[src/rtl/chkn_layer_scheduler.sv]
// Layered-LDPC check-node scheduler. It walks the layers of each iteration,
// issues one request per layer to the check-node unit, and waits for its
// ValidOut. A one-cycle GAP follows each layer so the unit can write back its
// min-memory. A frame ends on syndrome pass, iteration limit, abort or
// watchdog expiry. A per-layer active-column mask table is loaded while idle.
module chkn_layer_scheduler #(
    parameter int NUM_LAYERS      = 8,
    parameter int WIDTH_LAYER     = 3,
    parameter int NUM_COLS        = 16,
    parameter int WIDTH_ITERATION = 5,
    parameter int TIMEOUT         = 64
) (
    input  logic                       clk,
    input  logic                       reset,
    input  logic                       cfgWe,
    input  logic [WIDTH_LAYER-1:0]     cfgLayer,
    input  logic [NUM_COLS-1:0]        cfgMask,
    input  logic [WIDTH_LAYER:0]       numLayers,
    input  logic [WIDTH_ITERATION-1:0] maxIter,
    input  logic                       start,
    input  logic                       abort,
    input  logic                       synOk,
    input  logic                       chknDone,
    output logic                       validOut,
    output logic [WIDTH_LAYER-1:0]     layerIdx,
    output logic [WIDTH_ITERATION-1:0] currIter,
    output logic [NUM_COLS-1:0]        activeCols,
    output logic                       busy,
    output logic                       done,
    output logic                       converged,
    output logic [WIDTH_ITERATION-1:0] iterUsed,
    output logic                       timeoutErr
);

    localparam int WD_W = $clog2(TIMEOUT);
    // The watchdog expires in the WAIT cycle where its count would reach TIMEOUT-1.
    localparam logic [WD_W-1:0]            WD_LAST   = WD_W'(TIMEOUT - 2);
    localparam logic [WD_W-1:0]            WD_ONE    = WD_W'(1);
    localparam logic [WIDTH_LAYER:0]       NL_ONE    = (WIDTH_LAYER + 1)'(1);
    localparam logic [WIDTH_LAYER:0]       NL_DEPTH  = (WIDTH_LAYER + 1)'(NUM_LAYERS);
    localparam logic [WIDTH_LAYER-1:0]     LAYER_ONE = WIDTH_LAYER'(1);
    localparam logic [WIDTH_ITERATION-1:0] ITER_ONE  = WIDTH_ITERATION'(1);

    typedef enum logic [2:0] {
        S_IDLE  = 3'd0,
        S_ISSUE = 3'd1,
        S_WAIT  = 3'd2,
        S_GAP   = 3'd3,
        S_CHECK = 3'd4,
        S_DONE  = 3'd5
    } state_t;

    state_t                     state_q, state_d;
    logic [WIDTH_LAYER-1:0]     layer_q, layer_d;
    logic [WIDTH_ITERATION-1:0] iter_q, iter_d;
    logic [WIDTH_LAYER:0]       num_layers_q, num_layers_d;
    logic [WIDTH_ITERATION-1:0] max_iter_q, max_iter_d;
    logic [WD_W-1:0]            wdog_q, wdog_d;
    logic                       converged_d;
    logic                       timeout_err_q, timeout_err_d;

    logic                       valid_out_q;
    logic [WIDTH_LAYER-1:0]     layer_idx_q;
    logic [WIDTH_ITERATION-1:0] curr_iter_q;
    logic [NUM_COLS-1:0]        active_cols_q;
    logic                       busy_q;
    logic                       done_q;
    logic                       converged_q;
    logic [WIDTH_ITERATION-1:0] iter_used_q;

    logic [NUM_COLS-1:0]        mask_q [NUM_LAYERS];
    logic                       mask_wr_s;
    logic [NUM_COLS-1:0]        issue_mask_s;

    assign mask_wr_s = cfgWe && !busy_q && ({1'b0, cfgLayer} < NL_DEPTH);

    // A write landing together with start must already be visible to the first ISSUE.
    assign issue_mask_s = (mask_wr_s && (cfgLayer == layer_d)) ? cfgMask : mask_q[layer_d];

    // Mask table storage; deliberately not reset, contents valid once written.
    always_ff @(posedge clk) begin
        if (mask_wr_s) begin
            mask_q[cfgLayer] <= cfgMask;
        end
    end

    // FSM state and frame bookkeeping registers.
    always_ff @(posedge clk or negedge reset) begin
        if (!reset) begin
            state_q       <= S_IDLE;
            layer_q       <= '0;
            iter_q        <= '0;
            num_layers_q  <= '0;
            max_iter_q    <= '0;
            wdog_q        <= '0;
            timeout_err_q <= 1'b0;
        end else begin
            state_q       <= state_d;
            layer_q       <= layer_d;
            iter_q        <= iter_d;
            num_layers_q  <= num_layers_d;
            max_iter_q    <= max_iter_d;
            wdog_q        <= wdog_d;
            timeout_err_q <= timeout_err_d;
        end
    end

    // Next-state logic; abort preempts every other event outside IDLE/DONE.
    always_comb begin
        state_d       = state_q;
        layer_d       = layer_q;
        iter_d        = iter_q;
        num_layers_d  = num_layers_q;
        max_iter_d    = max_iter_q;
        wdog_d        = wdog_q;
        converged_d   = 1'b0;
        timeout_err_d = timeout_err_q;
        if (abort && (state_q != S_IDLE) && (state_q != S_DONE)) begin
            state_d = S_DONE;
        end else begin
            case (state_q)
                S_IDLE: begin
                    if (start) begin
                        num_layers_d  = numLayers;
                        max_iter_d    = maxIter;
                        layer_d       = '0;
                        timeout_err_d = 1'b0;
                        if ((numLayers == '0) || (maxIter == '0)) begin
                            iter_d  = '0;
                            state_d = S_DONE;
                        end else begin
                            iter_d  = ITER_ONE;
                            state_d = S_ISSUE;
                        end
                    end else begin
                        state_d = S_IDLE;
                    end
                end
                S_ISSUE: begin
                    wdog_d  = '0;
                    state_d = S_WAIT;
                end
                S_WAIT: begin
                    if (chknDone) begin
                        state_d = S_GAP;
                    end else if (wdog_q == WD_LAST) begin
                        timeout_err_d = 1'b1;
                        state_d       = S_DONE;
                    end else begin
                        wdog_d = wdog_q + WD_ONE;
                    end
                end
                S_GAP: begin
                    if ({1'b0, layer_q} == (num_layers_q - NL_ONE)) begin
                        state_d = S_CHECK;
                    end else begin
                        layer_d = layer_q + LAYER_ONE;
                        state_d = S_ISSUE;
                    end
                end
                S_CHECK: begin
                    if (synOk) begin
                        converged_d = 1'b1;
                        state_d     = S_DONE;
                    end else if (iter_q == max_iter_q) begin
                        state_d = S_DONE;
                    end else begin
                        iter_d  = iter_q + ITER_ONE;
                        layer_d = '0;
                        state_d = S_ISSUE;
                    end
                end
                S_DONE: begin
                    state_d = S_IDLE;
                end
                default: begin
                    state_d = S_IDLE;
                end
            endcase
        end
    end

    // Registered outputs, loaded from the state being entered so they align with it.
    always_ff @(posedge clk or negedge reset) begin
        if (!reset) begin
            valid_out_q   <= 1'b0;
            layer_idx_q   <= '0;
            curr_iter_q   <= '0;
            active_cols_q <= '0;
            busy_q        <= 1'b0;
            done_q        <= 1'b0;
            converged_q   <= 1'b0;
            iter_used_q   <= '0;
        end else begin
            valid_out_q <= (state_d == S_ISSUE);
            busy_q      <= (state_d != S_IDLE);
            done_q      <= (state_d == S_DONE);
            converged_q <= converged_d;
            if (state_d == S_ISSUE) begin
                layer_idx_q   <= layer_d;
                curr_iter_q   <= iter_d;
                active_cols_q <= issue_mask_s;
            end
            if (state_d == S_DONE) begin
                iter_used_q <= iter_d;
            end
        end
    end

    assign validOut   = valid_out_q;
    assign layerIdx   = layer_idx_q;
    assign currIter   = curr_iter_q;
    assign activeCols = active_cols_q;
    assign busy       = busy_q;
    assign done       = done_q;
    assign converged  = converged_q;
    assign iterUsed   = iter_used_q;
    assign timeoutErr = timeout_err_q;

endmodule

[config.mk]
export PLATFORM = sky130hd
export DESIGN_NAME = chkn_layer_scheduler
export DESIGN_NICKNAME = d
export VERILOG_FILES = /design/src/rtl/chkn_layer_scheduler.sv
export SDC_FILE = /design/constraint.sdc
export NUM_CORES = 1
export LEC_CHECK = 0
export CORE_UTILIZATION = 42
export DETAILED_ROUTE_END_ITERATION = 10
export PLACE_DENSITY_LB_ADDON = 0.15
export SLEW_MARGIN = 25
export SYNTH_ARGS = -nofsm -noshare
export SYNTH_HDL_FRONTEND = slang
export SYNTH_SLANG_ARGS = --single-unit
[constraint.sdc]
create_clock -name clk -period 3.8 [get_ports clk]
set_clock_uncertainty 0.2 [all_clocks]
set_input_delay 1.14 -clock clk [delete_from_list [all_inputs] [get_ports clk]]
set_output_delay 1.14 -clock clk [all_outputs]
set_load 0.02 [all_outputs]
[Word-level counts from Yosys, hierarchy flattened]
Memories as Yosys holds them, arrays and structs flattened. A register that Yosys moved wholly into a read port is not among the register bits.
Index checks and enable logic that the tools add are counted.
Operators by class
  add/subtract/negate cells: 4
  equal/unequal tests: 14
  mux-type cells: 33
  bitwise logic cells: 1
  reduce and logical (&&, ||, !) cells: 16
Operators by type and width (count)
  2-to-1 mux 3 bit: 13
  2-to-1 mux 5 bit: 4
  one-hot mux 3 bit (5 select lines): 1
  2-to-1 mux 6 bit: 2
  one-hot mux 6 bit (2 select lines): 1
  one-hot mux 5 bit (2 select lines): 1
  2-to-1 mux 1 bit: 9
  one-hot mux 3 bit (3 select lines): 1
  inequality test 2 bit, second input constant: 4
  adder 6 x 1 -> 6 bit, second input constant: 1
  == test 3 x 1 -> 1 bit, second input constant: 2
  == test 3 x 2 -> 1 bit, second input constant: 2
  == test 3 bit, second input constant: 2
  == test 6 bit, second input constant: 1
  nonzero test 3 bit: 2
  adder 5 x 1 -> 5 bit, second input constant: 1
  == test 5 bit: 1
  zero test 5 bit: 1
  AND reduction 5 bit: 1
  == test 3 x 4 -> 1 bit: 1
  zero test 4 bit: 1
  AND reduction 4 bit: 1
  nonzero test 2 bit: 2
  subtractor 4 x 1 -> 4 bit, second input constant: 1
  9 further kinds: 12
Storage, ports and cells
  bits in registers: 44
  RAM bits: 128
  word-level logic and storage cells: 83
  memories: 1
Memories
  mask_q: depth 8, bits a word 16, rd ports 1, clocked after Yosys merged registers in 1, write ports 1, line 71  | logic [NUM_COLS-1:0] mask_q [NUM_LAYERS];

[Logic depth before layout (Yosys ltp)]
Gate-level depths: netlist of run 1.
  depth in word-level cells: 7
  gate-level depth with buffers: 12

[Worst setup path after synthesis of run 1]
Ideal clock, no wire load.
  path type: input to register
  start point: in abort
  end point: reg active_cols_q[10] (netlist: activeCols[10]), read port of mask_q
  library setup time: 0.129 ns
  arrival time: 3.311 ns
  required time: 3.471 ns
  slack: 0.160 ns
  stages: 10
  path buffers: 2
  path through: buf_2 > or4bb_1 > o311ai_4 > o31ai_2 > a221o_1 > a21oi_1 > buf_4 > a22oi_1 > nand2_1 > o221ai_2
On the way
  elaborated cells between the ends (all ways): 5
  those cells by class: 1 x eq/ne; 2 x mux; 2 x reduce/logical
RTL lines
  start, declared: line 21  | input logic abort,
  logical AND 1 bit (2 in a row): line 118  | if (abort && (state_q != S_IDLE) && (state_q != S_DONE)) begin
  2-to-1 mux 3 bit: line 118
  net layer_d[1]: line 54  | logic [WIDTH_LAYER-1:0] layer_q, layer_d;
  end, declared: line 65  | logic [NUM_COLS-1:0] active_cols_q;
The timed path passes the listed nets, and every way through them passes these cells.
A chain may end at the register's enable or synchronous reset.

[Final worst setup path of run 1]
  start point: in start
  end point: reg active_cols_q[11] (netlist: activeCols[11]), read port of mask_q
On the way
  longest elaborated chain between the ends: 4
  elaborated cells between the ends (all ways): 7
  those cells by class: 1 x eq/ne; 6 x mux
Ends and longest elaborated chain
  start, declared: line 20  | input logic start,
  2-to-1 mux 3 bit: line 123  | if (start) begin
  one-hot mux 3 bit (5 select lines): line 121  | case (state_q)
  2-to-1 mux 3 bit: line 118
  == test 3 x 1 -> 1 bit: line 199  | if (state_d == S_ISSUE) begin
Several ways; a longest one is shown, not always the timed one.

==> results of run 1 <==
area by class of cell:
class                           instances  area, sq um  area share
Sequential cell                       188         5345      0.5327
Multi-Input combinational cell        338         2524      0.2515
Timing Repair Buffer                  117         1131      0.1127
Clock buffer                           17        425.4     0.04240
Tap cell                              260        325.3     0.03242
Clock inverter                         15        173.9     0.01733
Inverter                               29        108.9     0.01085
cells in the mapped netlist, drive strengths merged, types with 2 or more instances:
library cell | count | area, sq um
nor2b | 7 | 43.79
and3 | 3 | 18.77
edfxtp | 128 | 3844
mux2 | 12 | 135.1
nand4 | 3 | 25.02
o221ai | 16 | 202.7
a211oi | 3 | 22.52
nor3 | 3 | 15.01
o21ai | 17 | 85.08
nor4 | 4 | 31.28
xor2 | 5 | 43.79
inv | 29 | 108.9
nor2 | 22 | 82.58
nor3b | 5 | 37.54
and2 | 5 | 31.28
clkbuf | 11 | 47.55
buf | 16 | 138.9
mux2i | 66 | 660.6
xnor2 | 11 | 96.34
ha | 5 | 62.56
a21oi | 10 | 50.05
nand2 | 67 | 251.5
dfrtp | 60 | 1501
a211o | 3 | 26.28
a22oi | 33 | 247.7
o41ai | 3 | 26.28
a31o | 2 | 17.52
nand3 | 9 | 45.04
nand2b | 3 | 18.77
a21o | 3 | 22.52
worst max-delay path: stages:
cell             delay, ns
clkdlybuf4s50_1       0.48
or4b_1                0.52
o311ai_4              0.10
o31ai_2               0.16
a221oi_4              0.37
buf_4                 0.23
buf_12                0.19
mux2i_1               0.09
a22oi_1               0.20
nand2_1               0.09
o221ai_2              0.16
path summary, 6_finish.rpt:
check | start | endpoint | slack (ns) | cells after the start
setup / recovery | start | activeCols[11] | 0.21 | 11
hold / removal | activeCols[14] | activeCols[14] | 0.29 | 2
setup reg to reg | num_layers_q[0] | activeCols[12] | 0.52 | 10
hold reg to reg | activeCols[14] | activeCols[14] | 0.29 | 2
max in group asynchronous | reset | activeCols[11] | 2.14 | 2
min in group asynchronous | reset | max_iter_q[1] | 0.51 | 1
stage by stage:
stage	cells	hold WS, ns	total power, mW	setup WS [ns]
after global routing	964	0.3107	7.326	0.07590
after detailed placement	932	0.2765	5.239	-0.2673
final	964	0.2905	6.963	0.2069
after CTS	964	0.2965	7.044	0.1931
after global placement	932	0.2740	5.199	-0.2243
after floorplan	582	0.2668	4.314	0.1597
cells by family after synthesis:
group	share of synthesized area
mux	0.09797
simple gates	0.08056
buf+inv	0.03635
xor+xnor	0.01725
compound gates	0.1021
flops	0.6580
fa+ha+maj	0.007702
state kept, by name, summed over array words and instances, names as in the netlist:
name / flops
mask_q: 128
activeCols: 16
wdog_q: 6
currIter: 5
iterUsed: 5
iter_q: 5
max_iter_q: 5
num_layers_q: 4
layerIdx: 3
layer_q: 3
state_q: 3
busy: 1
converged: 1
done: 1
timeoutErr: 1
validOut: 1
where the power goes:
group          internal (mW)  switching (mW)  total, mW
sequential              2.45           0.199       2.65
combinational           1.19            1.34       2.53
clock                  0.943           0.842       1.79
total                   4.58            2.38       6.96
per-layer routing:
layer / wire length [microns] / vias up / GRT usage
met5: 0 / - / 0
met4: 152 / 0 / 0.05092
met3: 868 / 12 / 0.04823
met2: 9033 / 106 / 0.3278
met1: 7701 / 2534 / 0.2379
li1: - / 2387 / -
==> metrics.cfg, run 1 <==
[run_status]
status=complete, no violations

[clock_tree]
cts_tree=done
ctsHoldBuffers=0
cts.path.max_buffers=2
clk_pin_slew_ns=0.08
clk_latency_ns=0.44
cts_root_buffer=clkbuf_16
cts_setup_buffers=0
cts_buffers=17
cts_resized=0
cts.sinks=188
htree_num_levels=4

[final_layout]
layout_common_cells=edfxtp_1, nand2_1, clkdlybuf4s50_1, mux2i_1, dfrtp_1
layout_commonest_cell=edfxtp_1
syn_to_final_growth_pct=23.52
fin_util=0.5328
fillerInstances=1591
antennaDiodeCount=0
layout.nets=731
drive_above_1_share=0.1676
final_area_sq_um=10030

[logic_synthesis]
yosys_most_used_dff=edfxtp_1
synth_warnings=0
synthesis.area_sq_um=8123
synth_edf_count=128
avgSynthCellArea_sq_um=13.96
synth_cell_types=60
synth-seq-cells=188
synthArstFlopShare=0.3191
synth_nets=622
netlist_instances=582
synth-seq-area-share=0.6580

[grt]
grt_pass1_vias=5138
grt_max_degree=28
track_usage=0.1904
grt_pass1_wl_microns=27940
grt_overflow=0
antenna_found_initial=0

[floorplanning]
ioPinCount=69
num_rows=50
die_x_microns=141.1
die_area_sq_um=19900
die_h_microns=141.1
coreArea_sq_um=18830
start_util=0.4314

[routing]
drt_wl_total_microns=17760
drt_iter0_drc=310
first_pass_iters=4
drcViolationCount=0
wl_per_cell_microns=18.42
vias=5039
ant_nets=0
routed_via_density=5.227

[setup_path]
cp.required_ns=3.95
critPathKind=in2reg
cp-start-kind=input pin
cp-end-kind=register
worstPathArrival_ns=3.74
path_max_fanout=19

[place]
port_buffers=68
place_area_sq_um=9434
gp_congestion=0.8351
dp_hpwl_microns=11500

[job]
maxCapViolations=0

[worst_hold_path]
hold_class=reg2reg

[timing]
rsz0062_at_grt=false
fmax_mhz=278.3
tns_ns=0
final-setup-viol-count=0
min_period_over_period=0.9455
hold_viol=0
slew_headroom=0.5946
min_period_ns=3.593
drv_slew=0
tightest_slew_ns=0.6082

[pwr]
powerDensity_nw_per_um2=694.0
power_leakage_nw=4.244
ir_drop_v=0.0003209

No activity file was read; power rests on OpenSTA's default activity.
==> inputs of run 2 (changes only) <==
CAP_MARGIN = 20   (was default)
==> results of run 2 <==
No change in the layout: final DEF, timing and power equal those of run 1.
